### src/rtl/cmult_sched.sv
// Round-robin scheduler sharing one pipelined complex multiplier among NUM_REQ
// requesters, with credit-gated issue and an in-order first-word-fall-through response FIFO.
module cmult_sched #(
  parameter int NUM_REQ    = 4,
  parameter int MULT_LAT   = 3,
  parameter int FIFO_DEPTH = 4
) (
  input  logic                       i_clk,
  input  logic                       i_rst,
  input  logic [NUM_REQ-1:0]         i_req_valid,
  input  logic [NUM_REQ*32-1:0]      i_req_mcand,
  input  logic [NUM_REQ*32-1:0]      i_req_mplier,
  output logic [NUM_REQ-1:0]         o_req_ready,
  output logic [31:0]                o_mult_mcand,
  output logic [31:0]                o_mult_mplier,
  input  logic [31:0]                i_mult_result,
  output logic                       o_rsp_valid,
  output logic [31:0]                o_rsp_data,
  output logic [$clog2(NUM_REQ)-1:0] o_rsp_id,
  input  logic                       i_rsp_ready,
  output logic                       o_busy
);

  localparam int IDW = $clog2(NUM_REQ);
  localparam int PW  = (FIFO_DEPTH > 1) ? $clog2(FIFO_DEPTH) : 1;
  localparam int CW  = $clog2(FIFO_DEPTH + 1);
  localparam logic [CW:0]   DEPTH_C  = (CW+1)'(FIFO_DEPTH);
  localparam logic [PW-1:0] LAST_PTR = PW'(FIFO_DEPTH - 1);

  logic [IDW-1:0]      rr_ptr_q, rr_ptr_d;
  logic [MULT_LAT-1:0] tag_vld_q, tag_vld_d;
  logic [IDW-1:0]      tag_id_q [MULT_LAT];
  logic [IDW-1:0]      tag_id_d [MULT_LAT];
  logic [CW-1:0]       inflight_q, inflight_d;
  logic [CW-1:0]       fifo_cnt_q, fifo_cnt_d;
  logic [PW-1:0]       wr_ptr_q, wr_ptr_d;
  logic [PW-1:0]       rd_ptr_q, rd_ptr_d;
  logic [31:0]         fifo_data_q [FIFO_DEPTH];
  logic [31:0]         fifo_data_d [FIFO_DEPTH];
  logic [IDW-1:0]      fifo_id_q [FIFO_DEPTH];
  logic [IDW-1:0]      fifo_id_d [FIFO_DEPTH];

  logic           credit_ok, gnt_found, transfer, push, pop;
  logic [IDW-1:0] gnt_id;
  int unsigned    idx;

  // Credit uses registered occupancy only, so a pop this cycle frees a slot next cycle.
  assign credit_ok = ({1'b0, inflight_q} + {1'b0, fifo_cnt_q}) < DEPTH_C;

  always_comb begin
    gnt_found = 1'b0;
    gnt_id    = '0;
    idx       = 0;
    for (int unsigned i = 0; i < NUM_REQ; i++) begin
      idx = (32'(rr_ptr_q) + i) % NUM_REQ;
      if (!gnt_found && i_req_valid[idx]) begin
        gnt_found = 1'b1;
        gnt_id    = IDW'(idx);
      end
    end
  end

  // Reset gates the combinational accept so nothing is granted while i_rst is high.
  assign transfer = gnt_found && credit_ok && !i_rst;
  assign push     = tag_vld_q[MULT_LAT-1];
  assign pop      = o_rsp_valid && i_rsp_ready;

  always_comb begin
    o_req_ready   = '0;
    o_mult_mcand  = '0;
    o_mult_mplier = '0;
    if (transfer) begin
      o_req_ready   = NUM_REQ'(1) << gnt_id;
      o_mult_mcand  = i_req_mcand[32*gnt_id +: 32];
      o_mult_mplier = i_req_mplier[32*gnt_id +: 32];
    end
  end

  always_comb begin
    rr_ptr_d    = transfer ? IDW'((32'(gnt_id) + 1) % NUM_REQ) : rr_ptr_q;
    tag_vld_d   = '0;
    tag_id_d    = tag_id_q;
    tag_vld_d[0] = transfer;
    tag_id_d[0]  = gnt_id;
    for (int unsigned i = 1; i < MULT_LAT; i++) begin
      tag_vld_d[i] = tag_vld_q[i-1];
      tag_id_d[i]  = tag_id_q[i-1];
    end

    inflight_d = inflight_q;
    case ({transfer, push})
      2'b10:   inflight_d = inflight_q + CW'(1);
      2'b01:   inflight_d = inflight_q - CW'(1);
      default: inflight_d = inflight_q;
    endcase

    fifo_cnt_d = fifo_cnt_q;
    case ({push, pop})
      2'b10:   fifo_cnt_d = fifo_cnt_q + CW'(1);
      2'b01:   fifo_cnt_d = fifo_cnt_q - CW'(1);
      default: fifo_cnt_d = fifo_cnt_q;
    endcase

    fifo_data_d = fifo_data_q;
    fifo_id_d   = fifo_id_q;
    wr_ptr_d    = wr_ptr_q;
    rd_ptr_d    = rd_ptr_q;
    if (push) begin
      fifo_data_d[wr_ptr_q] = i_mult_result;
      fifo_id_d[wr_ptr_q]   = tag_id_q[MULT_LAT-1];
      wr_ptr_d = (wr_ptr_q == LAST_PTR) ? '0 : wr_ptr_q + PW'(1);
    end
    if (pop) begin
      rd_ptr_d = (rd_ptr_q == LAST_PTR) ? '0 : rd_ptr_q + PW'(1);
    end
  end

  always_ff @(posedge i_clk or posedge i_rst) begin
    if (i_rst) begin
      rr_ptr_q   <= '0;
      tag_vld_q  <= '0;
      inflight_q <= '0;
      fifo_cnt_q <= '0;
      wr_ptr_q   <= '0;
      rd_ptr_q   <= '0;
      for (int unsigned i = 0; i < MULT_LAT; i++) tag_id_q[i] <= '0;
      for (int unsigned i = 0; i < FIFO_DEPTH; i++) begin
        fifo_data_q[i] <= '0;
        fifo_id_q[i]   <= '0;
      end
    end else begin
      rr_ptr_q    <= rr_ptr_d;
      tag_vld_q   <= tag_vld_d;
      tag_id_q    <= tag_id_d;
      inflight_q  <= inflight_d;
      fifo_cnt_q  <= fifo_cnt_d;
      wr_ptr_q    <= wr_ptr_d;
      rd_ptr_q    <= rd_ptr_d;
      fifo_data_q <= fifo_data_d;
      fifo_id_q   <= fifo_id_d;
    end
  end

  assign o_rsp_valid = (fifo_cnt_q != '0);
  assign o_rsp_data  = fifo_data_q[rd_ptr_q];
  assign o_rsp_id    = fifo_id_q[rd_ptr_q];
  assign o_busy      = (inflight_q != '0) || (fifo_cnt_q != '0);

endmodule

### config.mk
export PLATFORM = sky130hd
export DESIGN_NAME = cmult_sched
export DESIGN_NICKNAME = d
export VERILOG_FILES = /design/src/rtl/cmult_sched.sv
export SDC_FILE = /design/constraint.sdc
export NUM_CORES = 1
export LEC_CHECK = 0
export CAP_MARGIN = 20
export CORE_AREA = 2 2 155 157
export DETAILED_ROUTE_END_ITERATION = 12
export DIE_AREA = 0 0 157 159
export DONT_BUFFER_PORTS = 1
export PLACE_DENSITY = 0.66
export SETUP_SLACK_MARGIN = 0.1
export SLEW_MARGIN = 25
export SYNTH_ARGS = -nofsm -noshare
export SYNTH_HDL_FRONTEND = slang
export SYNTH_SLANG_ARGS = --single-unit
### constraint.sdc
create_clock -name i_clk -period 5.81 [get_ports i_clk]
set_clock_uncertainty 0.15 [all_clocks]
set_input_delay 1.162 -clock i_clk [delete_from_list [all_inputs] [get_ports i_clk]]
set_output_delay 1.162 -clock i_clk [all_outputs]
set_load 0.02 [all_outputs]
== After elaboration in Yosys (flattened, before gate mapping) ==
Cells that the tools add are included.

* Muxes and demuxes: 35
* Add/sub/neg operators: 11
* Reduce and logical (&&, ||, !) cells: 16
* Eq/ne operators: 6
* $lt $le $gt $ge: 8
* Shifts and indexed selects: 3
* Bitwise logic cells: 2

{| class="wikitable"
|+ Operators by type and width
! cell !! count
|-
| 128-bit by 8-bit indexed part select with 32-bit output || 2
|-
| 32-bit 2-to-1 mux || 5
|-
| 128-bit bitwise mux || 1
|-
| 32-bit binary-select mux with 2-bit select || 1
|-
| 32-bit demux with 2-bit select || 1
|-
| 2-bit 2-to-1 mux || 9
|-
| 2-bit by 3-bit < comparator with 1-bit output (second input constant) || 4
|-
| 3-bit one-hot mux with 2 select lines || 2
|-
| 2-bit by 1-bit adder with 2-bit output (second input constant) || 4
|-
| 1-bit binary-select mux with 2-bit select || 4
|-
| 8-bit bitwise mux || 1
|-
| 2-bit == test (second input constant) || 4
|-
| 1-bit 2-to-1 mux || 8
|-
| 1-bit logical AND || 7
|-
| 3-bit by 1-bit adder with 3-bit output (second input constant) || 2
|-
| 3-bit greater-or-equal comparator (second input constant) || 2
|-
| 2-bit NOT with 3-bit output || 2
|-
| 3-bit nonzero test || 2
|-
| 3-bit by 1-bit subtractor with 3-bit output (second input constant) || 2
|-
| 2-bit adder (second input constant) || 2
|-
| 3-bit by 3-bit adder with 4-bit output || 1
|-
| 2-bit binary-select mux with 2-bit select || 1
|-
| 2-bit demux with 2-bit select || 1
|-
| 2-bit by 1-bit == test with 1-bit output (second input constant) || 2
|-
| other kinds (7) || 11
|}

* Flip-flop bits (word level): 157
* Input bits: 295

== Longest topological paths before layout ==
* Depth in word-level cells: 16
* Mapped depth: 11

== Worst setup path after synthesis ==
OpenSTA, ideal clock, no wires.

* Kind: input port to output port
* From: input port i_rst
* To: output port o_mult_mcand[0]
* Arrival time: 2.763 ns
* Data required time: 4.498 ns
* Cell stages on the path: 7
* Setup slack: 1.735 ns
* Cells stage by stage: or4_4 > a31oi_2 > o41a_4 > nand2b_2 > buf_6 > buf_8 > o22ai_1

* Word-level cells in the longest chain between the ends: 3

{| class="wikitable"
|+ RTL lines
! what !! line !! text
|-
| from (decl) || 9 || <nowiki>input logic i_rst,</nowiki>
|-
| 1-bit logical NOT (no line) || n/a ||
|-
| 1-bit logical AND || 64 || <nowiki>assign transfer = gnt_found && credit_ok && !i_rst;</nowiki>
|-
| net transfer || 43 || <nowiki>logic credit_ok, gnt_found, transfer, push, pop;</nowiki>
|-
| 32-bit 2-to-1 mux || 72 || <nowiki>if (transfer) begin</nowiki>
|-
| to (decl) || 14 || <nowiki>output logic [31:0] o_mult_mcand,</nowiki>
|}

The timed path passes the listed nets, and every way through them passes these cells.

== Worst setup path after layout ==
* From: input port i_rst
* To: output port o_mult_mcand[23]

Same word-level chain as after synthesis.

==> impl_metrics.json <==
{
  "synth_top_area_share_pct": 44.7,
  "report.final.slew_viol_count": 0,
  "worstReg2RegEnd": "inflight_q[1]",
  "crit_path_end": "o_mult_mcand[23]",
  "netlist_area_um2": 8780,
  "dieHeight_um": 159,
  "layout_min_cycle_time_ps": 4700,
  "r2r_start": "inflight_q[2]",
  "fill_cells": 2115,
  "final_util_pct": 42.6,
  "grt-ovfl-total": 0,
  "cts_hold_buf": 0,
  "critPathRequiredTime_ps": 4500,
  "fp.dieW_um": 157,
  "drt_wl_total_um": 28200,
  "drt_pass1_iterations": 6,
  "cts_resized": 0,
  "num_vias": 5757,
  "place_area_um2": 9260,
  "ioPinCount": 399,
  "path_clk_slew_ps": 60,
  "rr_worst_depth": 9,
  "wire_per_inst_um": 28.4,
  "cts-buffers-inserted": 17,
  "holdWs_ps": 196,
  "cp-end-kind": "output port",
  "ys.warnings.count": 0,
  "startpoint": "i_rst",
  "pwr_density_cell_nw_per_um2": 601,
  "setup_ws_ps": 1110,
  "tns_ps": 0,
  "gp_congestion": 0.920,
  "nNetsFinal": 966,
  "syn_inst": 644,
  "routed_via_density": 5.79,
  "clock_latency_ps": 410,
  "peakVddDrop_mv": 0.244,
  "rsz0062_at_grt": "no",
  "h-tree-depth": 4,
  "critPathKind": "input port to output port",
  "area.sequential_um2": 3930,
  "synth_nets": 954,
  "antenna_found_initial": 14,
  "track_usage_pct": 22.1,
  "root_buffer": "clkbuf_16",
  "numClockSinks": 157,
  "reg2reg_slack_ps": 2950,
  "ys_ff_latch": 157,
  "synth_top_area_cell": "dfrtp_1",
  "cts_setup_buffers": 0,
  "layout_commonest_cell": "dfrtp_1",
  "setup_viol": 0,
  "path_max_fanout": 64,
  "timing.final.crit_share_pct": 80.9,
  "hold_viol": 0,
  "status": "finished clean",
  "syn_avg_cell_area_um2": 13.6,
  "grt_pass1_vias": 6012,
  "postRouteAntennaNets": 0,
  "finalPower_mw": 5.93,
  "multi_input_area_um2": 4520,
  "max_freq_mhz": 213,
  "hold_path.class": "flip-flop to flip-flop",
  "syn2layout_area_growth_pct": 12.4,
  "drive_above_1_share_pct": 39.0,
  "cp-start-kind": "input port",
  "dp_cells": 956,
  "place_ws_ps": 1060,
  "yosysUniqueCellTypes": 34,
  "die_area_um2": 25000,
  "drc_errors": 0,
  "portBuffers": 0,
  "leakage_nw": 4.23,
  "core_um2": 23200,
  "start_util_pct": 37.9,
  "rows": 56,
  "grt_max_degree": 107,
  "design_area_um2": 9870,
  "slew_headroom_pct": 38.6,
  "worstMarginPinSlew_ps": 920,
  "first_iter_violations": 350,
  "dp_hpwl_um": 22400,
  "ys_seq_area_share_pct": 44.7,
  "final_cell_mix": "dfrtp_1, mux2_2, mux2i_1",
  "worst_ep_arrival_time_ps": 3390,
  "stdcell_count": 995,
  "grt_pass1_wl_um": 40100,
  "clk_path_buf_depth": 2,
  "cts_tree": "yes",
  "synth_area_leaders": "dfrtp_1, mux2_2, mux2i_1, mux4_2, o22ai_1",
  "drv_cap": 0
}
## synthesized netlist by cell type (all sizes together)
cell type  instances
a21boi             2
nand2b             1
a31oi              1
dfrtp            157
nor3               1
o41a               1
buf               28
nand2              7
mux4              34
fa                 2
o21ai              3
o22ai             65
or3                2
or4                2
mux2             138
xnor2              2
a21oi              3
and2               4
inv               16
ha                13
mux2i            131
a21o               1
xor2               4
clkbuf            22
nor2               3
o2bb2a             1
## critical path, cell delays in order
cell and delay (ps):
or4_4 490, a31oi_2 260, o41a_4 280, nand2b_2 60, buf_4 320, o22ai_1 530
buf_4 250
## worst min path at each step
stage	to	start	slack, ps	depth (start not counted)
6_report	tag_id_d[1]	tag_id_d[3]	200	0
5_1_grt	tag_id_q[1]	tag_id_d[1]	200	0
4_1_cts	tag_id_d[1]	tag_id_d[3]	200	0
3_5_place_dp	tag_id_d[1]	tag_id_d[3]	190	0
3_3_place_gp	tag_id_d[1]	tag_id_d[3]	180	0
2_1_floorplan	tag_id_d[0]	tag_id_d[2]	180	0
## state kept, by name, indices dropped and copies added, names as in the netlist
name         cells
inflight_q       3
tag_id_d         4
wr_ptr_q         2
fifo_data_q    128
rd_ptr_q         2
rr_ptr_q         2
fifo_cnt_q       3
tag_vld_q        3
fifo_id_q        8
tag_id_q         2
## per-layer routing
metal | vias to the layer above | global-route usage (%) | part of all wire (%)
li1 | 2477 | - | -
met1 | 2933 | 23.9 | 35
met2 | 285 | 37.4 | 50
met3 | 48 | 11.9 | 13
met4 | 14 | 5.92 | 2.3
met5 | - | 0 | 0.37
## report_power, final
part / leakage, nW / internal (mW) / switching (mW) / total, mW
Clock: 0.284 / 0.619 / 0.466 / 1.08
Sequential: 1.84 / 1.65 / 0.363 / 2.02
Combinational: 2.11 / 1.30 / 1.53 / 2.83
## layout make-up
cell class / instances / area share, %
diodes: 7 / 0.177
clock buffers: 18 / 4.45
clock inverters: 14 / 1.51
inverters: 16 / 0.659
multi-input cells: 421 / 45.8
flip-flops and latches: 157 / 39.9
well taps: 319 / 4.04
repair buffers: 43 / 3.52
## kinds of logic (layout without fill, tap and decap cells)
logic type               count (synthesis)  after routing  share of synthesized area [%]
other                                    0              7                              0
XOR/XNOR                                 6              6                          0.598
AND/OR/NAND/NOR                         20             20                           1.28
adder cells (fa/ha/maj)                 15             15                           2.31
AO/OA/AOI/OAI                           77             77                           5.77
flip-flops                             157            157                           44.7
buffers and inverters                   66             91                           3.97
multiplexers                           303            303                           41.3
(Power assumes the default switching activity.)
